File: config.mk
export PLATFORM = sky130hd
export DESIGN_NAME = icache_controller
export DESIGN_NICKNAME = d
export VERILOG_FILES = /design/src/rtl/icache_pkg.sv /design/src/rtl/icache_line_store.sv /design/src/rtl/icache_controller.sv
export SDC_FILE = /design/constraint.sdc
export NUM_CORES = 2
export LEC_CHECK = 0
export BUFFER_PORTS_ARGS = -buffer_cell sky130_fd_sc_hd__buf_2
export CORE_MARGIN = 2
export CORE_UTILIZATION = 65
export CTS_CLUSTER_SIZE = 8
export DETAILED_ROUTE_END_ITERATION = 12
export PLACE_DENSITY = 0.82
export SYNTH_ARGS = -nofsm -noshare
export SYNTH_HDL_FRONTEND = slang
export SYNTH_SLANG_ARGS = --single-unit
export TNS_END_PERCENT = 50
File: constraint.sdc
create_clock -name i_clk -period 7.5 [get_ports i_clk]
set_input_delay 1.125 -clock i_clk [delete_from_list [all_inputs] [get_ports i_clk]]
set_output_delay 1.125 -clock i_clk [all_outputs]
set_load 0.03 [all_outputs]
File: src/rtl/icache_pkg.sv
// rtl/icache_pkg.sv - shared types, default geometry and address-field helpers for the instruction cache
package icache_pkg;

    localparam int DEF_ADDR_W         = 32;
    localparam int DEF_LINES          = 16;
    localparam int DEF_WORDS_PER_LINE = 4;
    localparam int DEF_CNT_W          = 32;

    localparam int OFS = $clog2(DEF_WORDS_PER_LINE);
    localparam int IDX = $clog2(DEF_LINES);
    localparam int TAG = DEF_ADDR_W - 2 - OFS - IDX;

    typedef enum logic [1:0] {
        ST_IDLE,
        ST_REFILL,
        ST_UPDATE
    } state_t;

    function automatic logic [63:0] addr_field(input logic [63:0] addr, input int lsb, input int width);
        return (addr >> lsb) & ((64'd1 << width) - 64'd1);
    endfunction

    // Field layout from the LSB: 2 byte bits, word offset, line index, tag.
    function automatic logic [63:0] word_ofs(input logic [63:0] addr, input int ofs_w);
        return addr_field(addr, 2, ofs_w);
    endfunction

    function automatic logic [63:0] line_idx(input logic [63:0] addr, input int ofs_w, input int idx_w);
        return addr_field(addr, 2 + ofs_w, idx_w);
    endfunction

    function automatic logic [63:0] line_tag(input logic [63:0] addr, input int ofs_w, input int idx_w,
                                             input int tag_w);
        return addr_field(addr, 2 + ofs_w + idx_w, tag_w);
    endfunction

endpackage

File: src/rtl/icache_line_store.sv
// rtl/icache_line_store.sv - tag, data and valid arrays of the direct-mapped instruction cache
module icache_line_store #(
    parameter int LINES          = 16,
    parameter int WORDS_PER_LINE = 4,
    parameter int TAG_W          = 24,
    parameter int IDX_W          = $clog2(LINES),
    parameter int OFS_W          = $clog2(WORDS_PER_LINE)
) (
    input  logic             clk,
    input  logic             rst_n,
    input  logic [IDX_W-1:0] rd_idx,
    input  logic [OFS_W-1:0] rd_ofs,
    output logic [TAG_W-1:0] rd_tag,
    output logic             rd_valid,
    output logic [31:0]      rd_data,
    input  logic             wr_en,
    input  logic [IDX_W-1:0] wr_idx,
    input  logic [OFS_W-1:0] wr_ofs,
    input  logic [31:0]      wr_data,
    input  logic             set_en,
    input  logic [IDX_W-1:0] set_idx,
    input  logic [TAG_W-1:0] set_tag,
    input  logic             flush
);

    logic [31:0]      data_mem [LINES*WORDS_PER_LINE];
    logic [TAG_W-1:0] tag_mem  [LINES];
    logic [LINES-1:0] valid;

    assign rd_tag   = tag_mem[rd_idx];
    assign rd_valid = valid[rd_idx];
    assign rd_data  = data_mem[{rd_idx, rd_ofs}];

    // Tag and data contents are meaningless until the valid bit is set, so they carry no reset.
    always_ff @(posedge clk) begin
        if (wr_en) begin
            data_mem[{wr_idx, wr_ofs}] <= wr_data;
        end
        if (set_en) begin
            tag_mem[set_idx] <= set_tag;
        end
    end

    always_ff @(posedge clk or negedge rst_n) begin
        if (!rst_n) begin
            valid <= '0;
        end else if (flush) begin
            valid <= '0;
        end else if (set_en) begin
            valid[set_idx] <= 1'b1;
        end
    end

endmodule

File: src/rtl/icache_controller.sv
// rtl/icache_controller.sv - direct-mapped read-only instruction cache with line-refill FSM and hit/miss counters
module icache_controller
    import icache_pkg::*;
#(
    parameter int ADDR_W         = DEF_ADDR_W,
    parameter int LINES          = DEF_LINES,
    parameter int WORDS_PER_LINE = DEF_WORDS_PER_LINE,
    parameter int CNT_W          = DEF_CNT_W
) (
    input  logic              i_clk,
    input  logic              i_aresetn,
    input  logic              i_req,
    input  logic [ADDR_W-1:0] i_addr,
    output logic [31:0]       o_rdata,
    output logic              o_hit,
    output logic              o_stall,
    input  logic              i_flush,
    output logic              o_mem_req,
    output logic [ADDR_W-1:0] o_mem_addr,
    input  logic              i_mem_valid,
    input  logic [31:0]       i_mem_rdata,
    output logic [CNT_W-1:0]  o_hit_count,
    output logic [CNT_W-1:0]  o_miss_count
);

    localparam int OFS_W = $clog2(WORDS_PER_LINE);
    localparam int IDX_W = $clog2(LINES);
    localparam int TAG_W = ADDR_W - 2 - OFS_W - IDX_W;
    localparam logic [OFS_W-1:0] LAST_WORD = OFS_W'(WORDS_PER_LINE - 1);

    state_t             state;
    logic [OFS_W-1:0]   word_cnt;
    logic [TAG_W-1:0]   fill_tag;
    logic [IDX_W-1:0]   fill_idx;
    logic               flush_pending;
    logic [CNT_W-1:0]   hit_count;
    logic [CNT_W-1:0]   miss_count;

    logic [TAG_W-1:0]   req_tag;
    logic [IDX_W-1:0]   req_idx;
    logic [OFS_W-1:0]   req_ofs;
    logic [TAG_W-1:0]   rd_tag;
    logic               rd_valid;
    logic [31:0]        rd_data;
    logic               lookup_hit;
    logic               fill_word;
    logic               fill_last;
    logic               store_set;
    logic               store_flush;

    assign req_ofs = OFS_W'(word_ofs(64'(i_addr), OFS_W));
    assign req_idx = IDX_W'(line_idx(64'(i_addr), OFS_W, IDX_W));
    assign req_tag = TAG_W'(line_tag(64'(i_addr), OFS_W, IDX_W, TAG_W));

    assign lookup_hit = (state == ST_IDLE) && i_req && rd_valid && (rd_tag == req_tag);
    assign fill_word  = (state == ST_REFILL) && i_mem_valid;
    assign fill_last  = fill_word && (word_cnt == LAST_WORD);
    // A flush seen at any point of the refill keeps the new line invalid.
    assign store_set  = fill_last && !flush_pending && !i_flush;
    assign store_flush = ((state == ST_IDLE) && i_flush) ||
                         ((state == ST_UPDATE) && (flush_pending || i_flush));

    icache_line_store #(
        .LINES          (LINES),
        .WORDS_PER_LINE (WORDS_PER_LINE),
        .TAG_W          (TAG_W),
        .IDX_W          (IDX_W),
        .OFS_W          (OFS_W)
    ) u_store (
        .clk      (i_clk),
        .rst_n    (i_aresetn),
        .rd_idx   (req_idx),
        .rd_ofs   (req_ofs),
        .rd_tag   (rd_tag),
        .rd_valid (rd_valid),
        .rd_data  (rd_data),
        .wr_en    (fill_word),
        .wr_idx   (fill_idx),
        .wr_ofs   (word_cnt),
        .wr_data  (i_mem_rdata),
        .set_en   (store_set),
        .set_idx  (fill_idx),
        .set_tag  (fill_tag),
        .flush    (store_flush)
    );

    always_ff @(posedge i_clk or negedge i_aresetn) begin
        if (!i_aresetn) begin
            state         <= ST_IDLE;
            word_cnt      <= '0;
            fill_tag      <= '0;
            fill_idx      <= '0;
            flush_pending <= 1'b0;
            hit_count     <= '0;
            miss_count    <= '0;
        end else begin
            if (lookup_hit && (hit_count != '1)) begin
                hit_count <= hit_count + 1'b1;
            end
            case (state)
                ST_IDLE: begin
                    if (i_req && !lookup_hit) begin
                        fill_tag <= req_tag;
                        fill_idx <= req_idx;
                        word_cnt <= '0;
                        if (miss_count != '1) begin
                            miss_count <= miss_count + 1'b1;
                        end
                        state <= ST_REFILL;
                    end
                end
                ST_REFILL: begin
                    if (i_flush) begin
                        flush_pending <= 1'b1;
                    end
                    if (i_mem_valid) begin
                        word_cnt <= word_cnt + 1'b1;
                        if (word_cnt == LAST_WORD) begin
                            state <= ST_UPDATE;
                        end
                    end
                end
                ST_UPDATE: begin
                    flush_pending <= 1'b0;
                    state         <= ST_IDLE;
                end
                default: state <= ST_IDLE;
            endcase
        end
    end

    assign o_hit        = lookup_hit;
    assign o_rdata      = rd_data;
    assign o_stall      = (state != ST_IDLE) || (i_req && !lookup_hit);
    assign o_mem_req    = (state == ST_REFILL);
    assign o_mem_addr   = {fill_tag, fill_idx, word_cnt, 2'b00};
    assign o_hit_count  = hit_count;
    assign o_miss_count = miss_count;

endmodule

# Word level (Yosys, flattened, before mapping)
# Memory sizes are Yosys's and may differ from the RTL's.
# Cells that the tools add are included.
[word_totals]
ff_bits = 113
ram_bits = 2432
inputBits = 69
output_inout_bits = 131
wordCells = 74
n_memories = 2
[op_classes]
add_sub_neg = 3
n_lt_le_gt_ge = 3
eq_ne = 10
mux = 19
n_bitwise = 1
n_reduce_logical = 28
[mem_list]
columns = ["name", "depth", "word_bits", "rd", "rd_ports_with_merged_regs", "write_ports", "line", "rtl"]
rows = [
  ["u_store.data_mem", 64, 32, 1, 0, 1, "icache_line_store.sv:26", "logic [31:0] data_mem [LINES*WORDS_PER_LINE];"],
  ["u_store.tag_mem", 16, 24, 1, 0, 1, "icache_line_store.sv:27", "logic [TAG_W-1:0] tag_mem [LINES];"],
]
[ops]
columns = ["op", "n"]
rows = [
  ["32-bit by 1-bit adder with 32-bit output, second input constant", 2],
  ["32-bit inequality test, second input constant", 2],
  ["16-bit two-way mux", 2],
  ["24-bit == test", 1],
  ["16-bit OR", 1],
  ["1-bit logical AND", 12],
  ["4-bit by 5-bit < comparator with 1-bit output, second input constant", 2],
  ["2-bit two-way mux", 5],
  ["3-bit AND reduction", 3],
  ["2-bit case mux with 2 select lines", 2],
  ["2-bit nonzero test", 4],
  ["1-bit two-way mux", 7],
  ["2-bit by 1-bit inequality test with 1-bit output, second input constant", 3],
  ["1-bit binary-select mux with 4-bit select", 1],
  ["1-bit demux with 4-bit select", 1],
  ["2-bit == test, second input constant", 2],
  ["4-bit by 1-bit greater-or-equal comparator with 1-bit output, second input constant", 1],
  ["2-bit AND reduction", 2],
  ["1-bit zero test", 3],
  ["1-bit logical OR", 3],
  ["2-bit by 1-bit adder with 2-bit output, second input constant", 1],
  ["2-bit by 1-bit == test with 1-bit output, second input constant", 1],
  ["2-bit zero test", 1],
  ["2-bit inequality test, second input constant", 1],
  ["1-bit case mux with 2 select lines", 1],
]

# Logic depth before layout (Yosys ltp)
[depth]
ltp_word = 8
ltp_mapped = 18
mapped_depth_nobuf = 10

# Hierarchy
# A second synthesis with hierarchy kept.
[unflattened]
cells_unflattened = 4338
hier_area_um2 = 98150.4
[by_module_without_submodules]
columns = ["mod", "instances", "cells_per_inst", "area_per_inst_um2", "seq_area_each_um2"]
rows = [
  ["icache_line_store", 1, 3916, 93352.0, 73430.4],
  ["icache_controller", 1, 422, 4798.4, 2427.3],
]

# Worst setup path before layout
# No wires, ideal clock.
[synth_path]
path_kind = "input to output"
from = "input port i_addr[4]"
to = "output port o_rdata[30]"
arrival_ps = 4249
required_ps = 6375
slack_ps = 2126
stages = 11
n_path_buf = 7
cell_sequence = "buf_4 -> buf_2 -> buf_4 -> buf_2 -> buf_2 -> buf_1 -> buf_2 -> mux4_2 -> mux2_2 -> nand2_1 -> o21ai_0"
[synth_via]
elab_chain_cells = 1
[synth_rtl]
columns = ["element", "line", "rtl"]
rows = [
  ["start: declaration", "icache_controller.sv:13", "input logic [ADDR_W-1:0] i_addr,"],
  ["memory 64 x 32 bit", "--", ""],
  ["end: declaration", "icache_controller.sv:14", "output logic [31:0] o_rdata,"],
]
# No other way between the ends.

# Worst setup path in the final report
[layout_path]
from = "input port i_addr[5]"
to = "output port o_hit"
[layout_via]
elab_chain_cells = 4
elab_cells_between_ends = 6
classes_between = "eq/ne: 1; mux: 2; reduce/logical: 2; memory: 1"
[layout_rtl]
columns = ["element", "line", "rtl"]
rows = [
  ["branches (longest 3 deep; another with memory 16 x 24 bit)", "--", ""],
  ["1-bit logical AND (*)", "icache_controller.sv:55", "assign lookup_hit = (state == ST_IDLE) && i_req && rd_valid && (rd_tag == req_tag);"],
  ["end: declaration", "icache_controller.sv:15", "output logic o_hit,"],
]
# Every way passes the cells marked *. The select of a mux whose other input is x is not followed.

==> impl_metrics.env <==
export IMPL_cts_buffer_depth=4
export IMPL_globalRouteOverflowTotal=0
export IMPL_cp_slowest_cell="nor4_4"
export IMPL_max_slew_margin_rel_pct=6.07
export IMPL_routed_wl_um=307000
export IMPL_final_max_slew_viol_count=0
export IMPL_finClkSkew_ns=0.0610
export IMPL_row_count=142
export IMPL_initial_core_util_pct=65.5
export IMPL_worstMarginPinSlew_ns=1.41
export IMPL_cts_tree="yes"
export IMPL_vias=53072
export IMPL_area_delta_synth_final_pct=14.4
export IMPL_setup_tns_ns=0
export IMPL_multi_input_area_um2=21800
export IMPL_dieArea_um2=154000
export IMPL_status="complete, no violations"
export IMPL_post_cts_setup_buffer_count=0
export IMPL_leakagePower_nw=36.4
export IMPL_wl_per_cell_um=45.0
export IMPL_register_area_um2=75900
export IMPL_final_cell_mix="2432 x edfxtp_1, 734 x mux4_2, 373 x clkbuf_16"
export IMPL_final_nets=4781
export IMPL_timing_critical_path_mode_cell="buf_4"
export IMPL_place_congestion=0.798
export IMPL_ant_nets=0
export IMPL_worstPathArrival_ns=5.24
export IMPL_yosysWarnings=0
export IMPL_ctsResizeCount=0
export IMPL_holdWs_ns=0.236
export IMPL_path_cells="buf_6 > buf_4 > mux2i_1 > mux4_2 > a32o_1 > a2111oi_2 > nand2_1 > or4_1 > nor4_4 > buf_4 > buf_2"
export IMPL_synth_edf_count=2432
export IMPL_hold_viol=0
export IMPL_ir_worst_vdd_uv=304
export IMPL_nFillCells=7164
export IMPL_async_flop_share_pct=4.44
export IMPL_die_h_um=392
export IMPL_grt_pass1_wl_um=422000
export IMPL_clk_pin_slew_worst_paths_ns=0.05
export IMPL_io_buffers=195
export IMPL_timing_fmax_mhz=157
export IMPL_grt_total_usage_pct=40.7
export IMPL_coreArea_um2=150000
export IMPL_ys_seq_elements=2545
export IMPL_hp_class="in -> async"
export IMPL_crit_type="in -> out"
export IMPL_post_route_util_pct=74.9
export IMPL_clkLatencyLatePin_ns=0.97
export IMPL_cp_start_kind="input pin"
export IMPL_placedInstanceArea_um2=102000
export IMPL_yosys_cell_types_count=66
export IMPL_ioPinCount=200
export IMPL_rsz0062_at_grt="false"
export IMPL_cts_buffers_inserted=368
export IMPL_max_stage_delay_ns=0.70
export IMPL_dp_hpwl_um=141000
export IMPL_final_area_um2=112000
export IMPL_ys_seq_area_share_pct=77.3
export IMPL_drv_cap=0
export IMPL_setup_viol=0
export IMPL_via_per_inst=7.77
export IMPL_htree_levels=5
export IMPL_cts_hold_fix_buffers=0
export IMPL_synthFlopType="edfxtp_1"
export IMPL_drt_pass1_iter_count=6
export IMPL_pwr_density_cell_nw_per_um2=305
export IMPL_drcViolationCount=0
export IMPL_final_period_utilization_pct=84.9
export IMPL_crit_fanout=53
export IMPL_synthCells=4238
export IMPL_die_w_um=392
export IMPL_drtIter0Drc=9386
export IMPL_synth_area_per_cell_um2=23.1
export IMPL_drive_above_1_share_pct=32.5
export IMPL_cts_root_buf="clkbuf_16"
export IMPL_grt_max_degree=101
export IMPL_layout_commonest_cell="edfxtp_1"
export IMPL_grt_pass1_vias=53632
export IMPL_finalCriticalPeriod_ns=6.36
export IMPL_syn_area_um2=98100
export IMPL_clock_sinks=2545
export IMPL_critPathRequiredTime_ns=6.38
export IMPL_end_kind="output port"
export IMPL_antenna_found_initial=20
## metrics by stage
| step | instances | power [W] | worst slack (ns) |
|---|---|---|---|
| final | 6828 | 0.0342 | 1.14 |
| after global routing | 6822 | 0.0348 | 1.04 |
| after CTS | 6811 | 0.0341 | 1.21 |
| after detailed placement | 6355 | 0.0194 | 1.22 |
| after global placement | 6355 | 0.0193 | 1.22 |
| after floorplan | 4239 | 0.0182 | 2.13 |
## worst max-delay path: cells and delay by family
| family | cells | cell delay, ns |
|---|---|---|
| compound gates | 2 | 0.50 |
| buf+inv | 4 | 1.56 |
| mux | 2 | 0.64 |
| simple gates | 3 | 1.26 |
## registers in the layout, indices dropped and copies added (netlist names)
register and cells:
u_store.data_mem 2048, u_store.tag_mem 384, o_miss_count 32, word_cnt 2, fill_tag 24, flush_pending 1, o_hit_count 32, fill_idx 4
u_store.valid 16, state 2
## area by class of cell
class,instances,share of cell area [%]
antenna,17,0.0379
multi-input combinational,1464,19.4
timing repair buffer,317,1.93
clock inverter,11,0.128
clock buffer,445,8.56
sequential,2545,67.6
inverter,13,0.0446
tap,2016,2.25
## power breakdown
part	switching [W]	total (W)	internal (W)	leakage [nW]
Combinational	0.00180	0.00260	0.000797	8.27
Sequential	0.000505	0.0168	0.0163	23.4
Clock	0.00597	0.0148	0.00886	4.75
## layer usage
| layer | wire length [um] | track usage, % |
|---|---|---|
| met5 | 101 | 0 |
| met4 | 24800 | 28.2 |
| met3 | 41800 | 12.5 |
| met2 | 149000 | 63.6 |
| met1 | 92200 | 49.2 |
## path summary, 6_finish.rpt
path                                                        start                           end  slack, ns  depth (start not counted)
worst max-delay path                                    i_addr[5]                         o_hit       1.14                         11
max in group asynchronous                               i_aresetn    o_hit_count[7]$_DFFE_PN0P_       5.84                          2
min in group i_clk                                     i_addr[13]       fill_tag[5]$_DFFE_PN0P_       0.43                          3
worst max register to register  u_store.tag_mem[10][15]$_DFFE_PP_  o_miss_count[25]$_DFFE_PN0P_       2.95                         11
worst min register to register       o_miss_count[26]$_DFFE_PN0P_  o_miss_count[26]$_DFFE_PN0P_       0.48                          1
worst min-delay path                                    i_aresetn       fill_tag[5]$_DFFE_PN0P_       0.24                          1
## synth_stat cells, types with 4 or more instances
library cell  number  share of area (%)
or4_1              4              0.031
nand3_1           37               0.19
buf_6              7              0.080
inv_1             13              0.050
nand2b_1          11              0.070
xor2_1            46               0.41
a22oi_1           13               0.10
nor2_1           136               0.52
mux2_2            22               0.25
dfrtp_1          113                2.9
o22ai_1            6              0.038
xnor2_1           56               0.50
buf_4             18               0.14
or3_1              5              0.032
nor2b_1           13              0.083
and3_1            17               0.11
nor3_2             7              0.071
nand3b_1           5              0.038
clkbuf_1         154               0.59
edfxtp_1        2432                 74
a21oi_1            9              0.046
buf_1             19              0.073
mux2i_1           84               0.86
nand2_1          138               0.53
nor4_1             4              0.026
nand4_1           16               0.10
mux4_2           734                 17
a221oi_1          11              0.098
nor3_1            23               0.12
o21ai_0           14              0.071
and2_1             4              0.026
buf_2             18              0.092
## kinds of logic (layout without fill, tap and decap cells)
group,Yosys count,count (layout),share of synthesized area [%]
and+or+nand+nor,443,443,2.16
DFF,2545,2545,77.3
other,1,19,0.00382
xor gates and xnor gates,102,102,0.911
muxes,840,840,18.0
AOI/OAI and AO/OA,74,74,0.536
adders and majority gates,3,3,0.0383
buffers and inverters,230,786,1.04
Power figures use the tool's default switching activity.
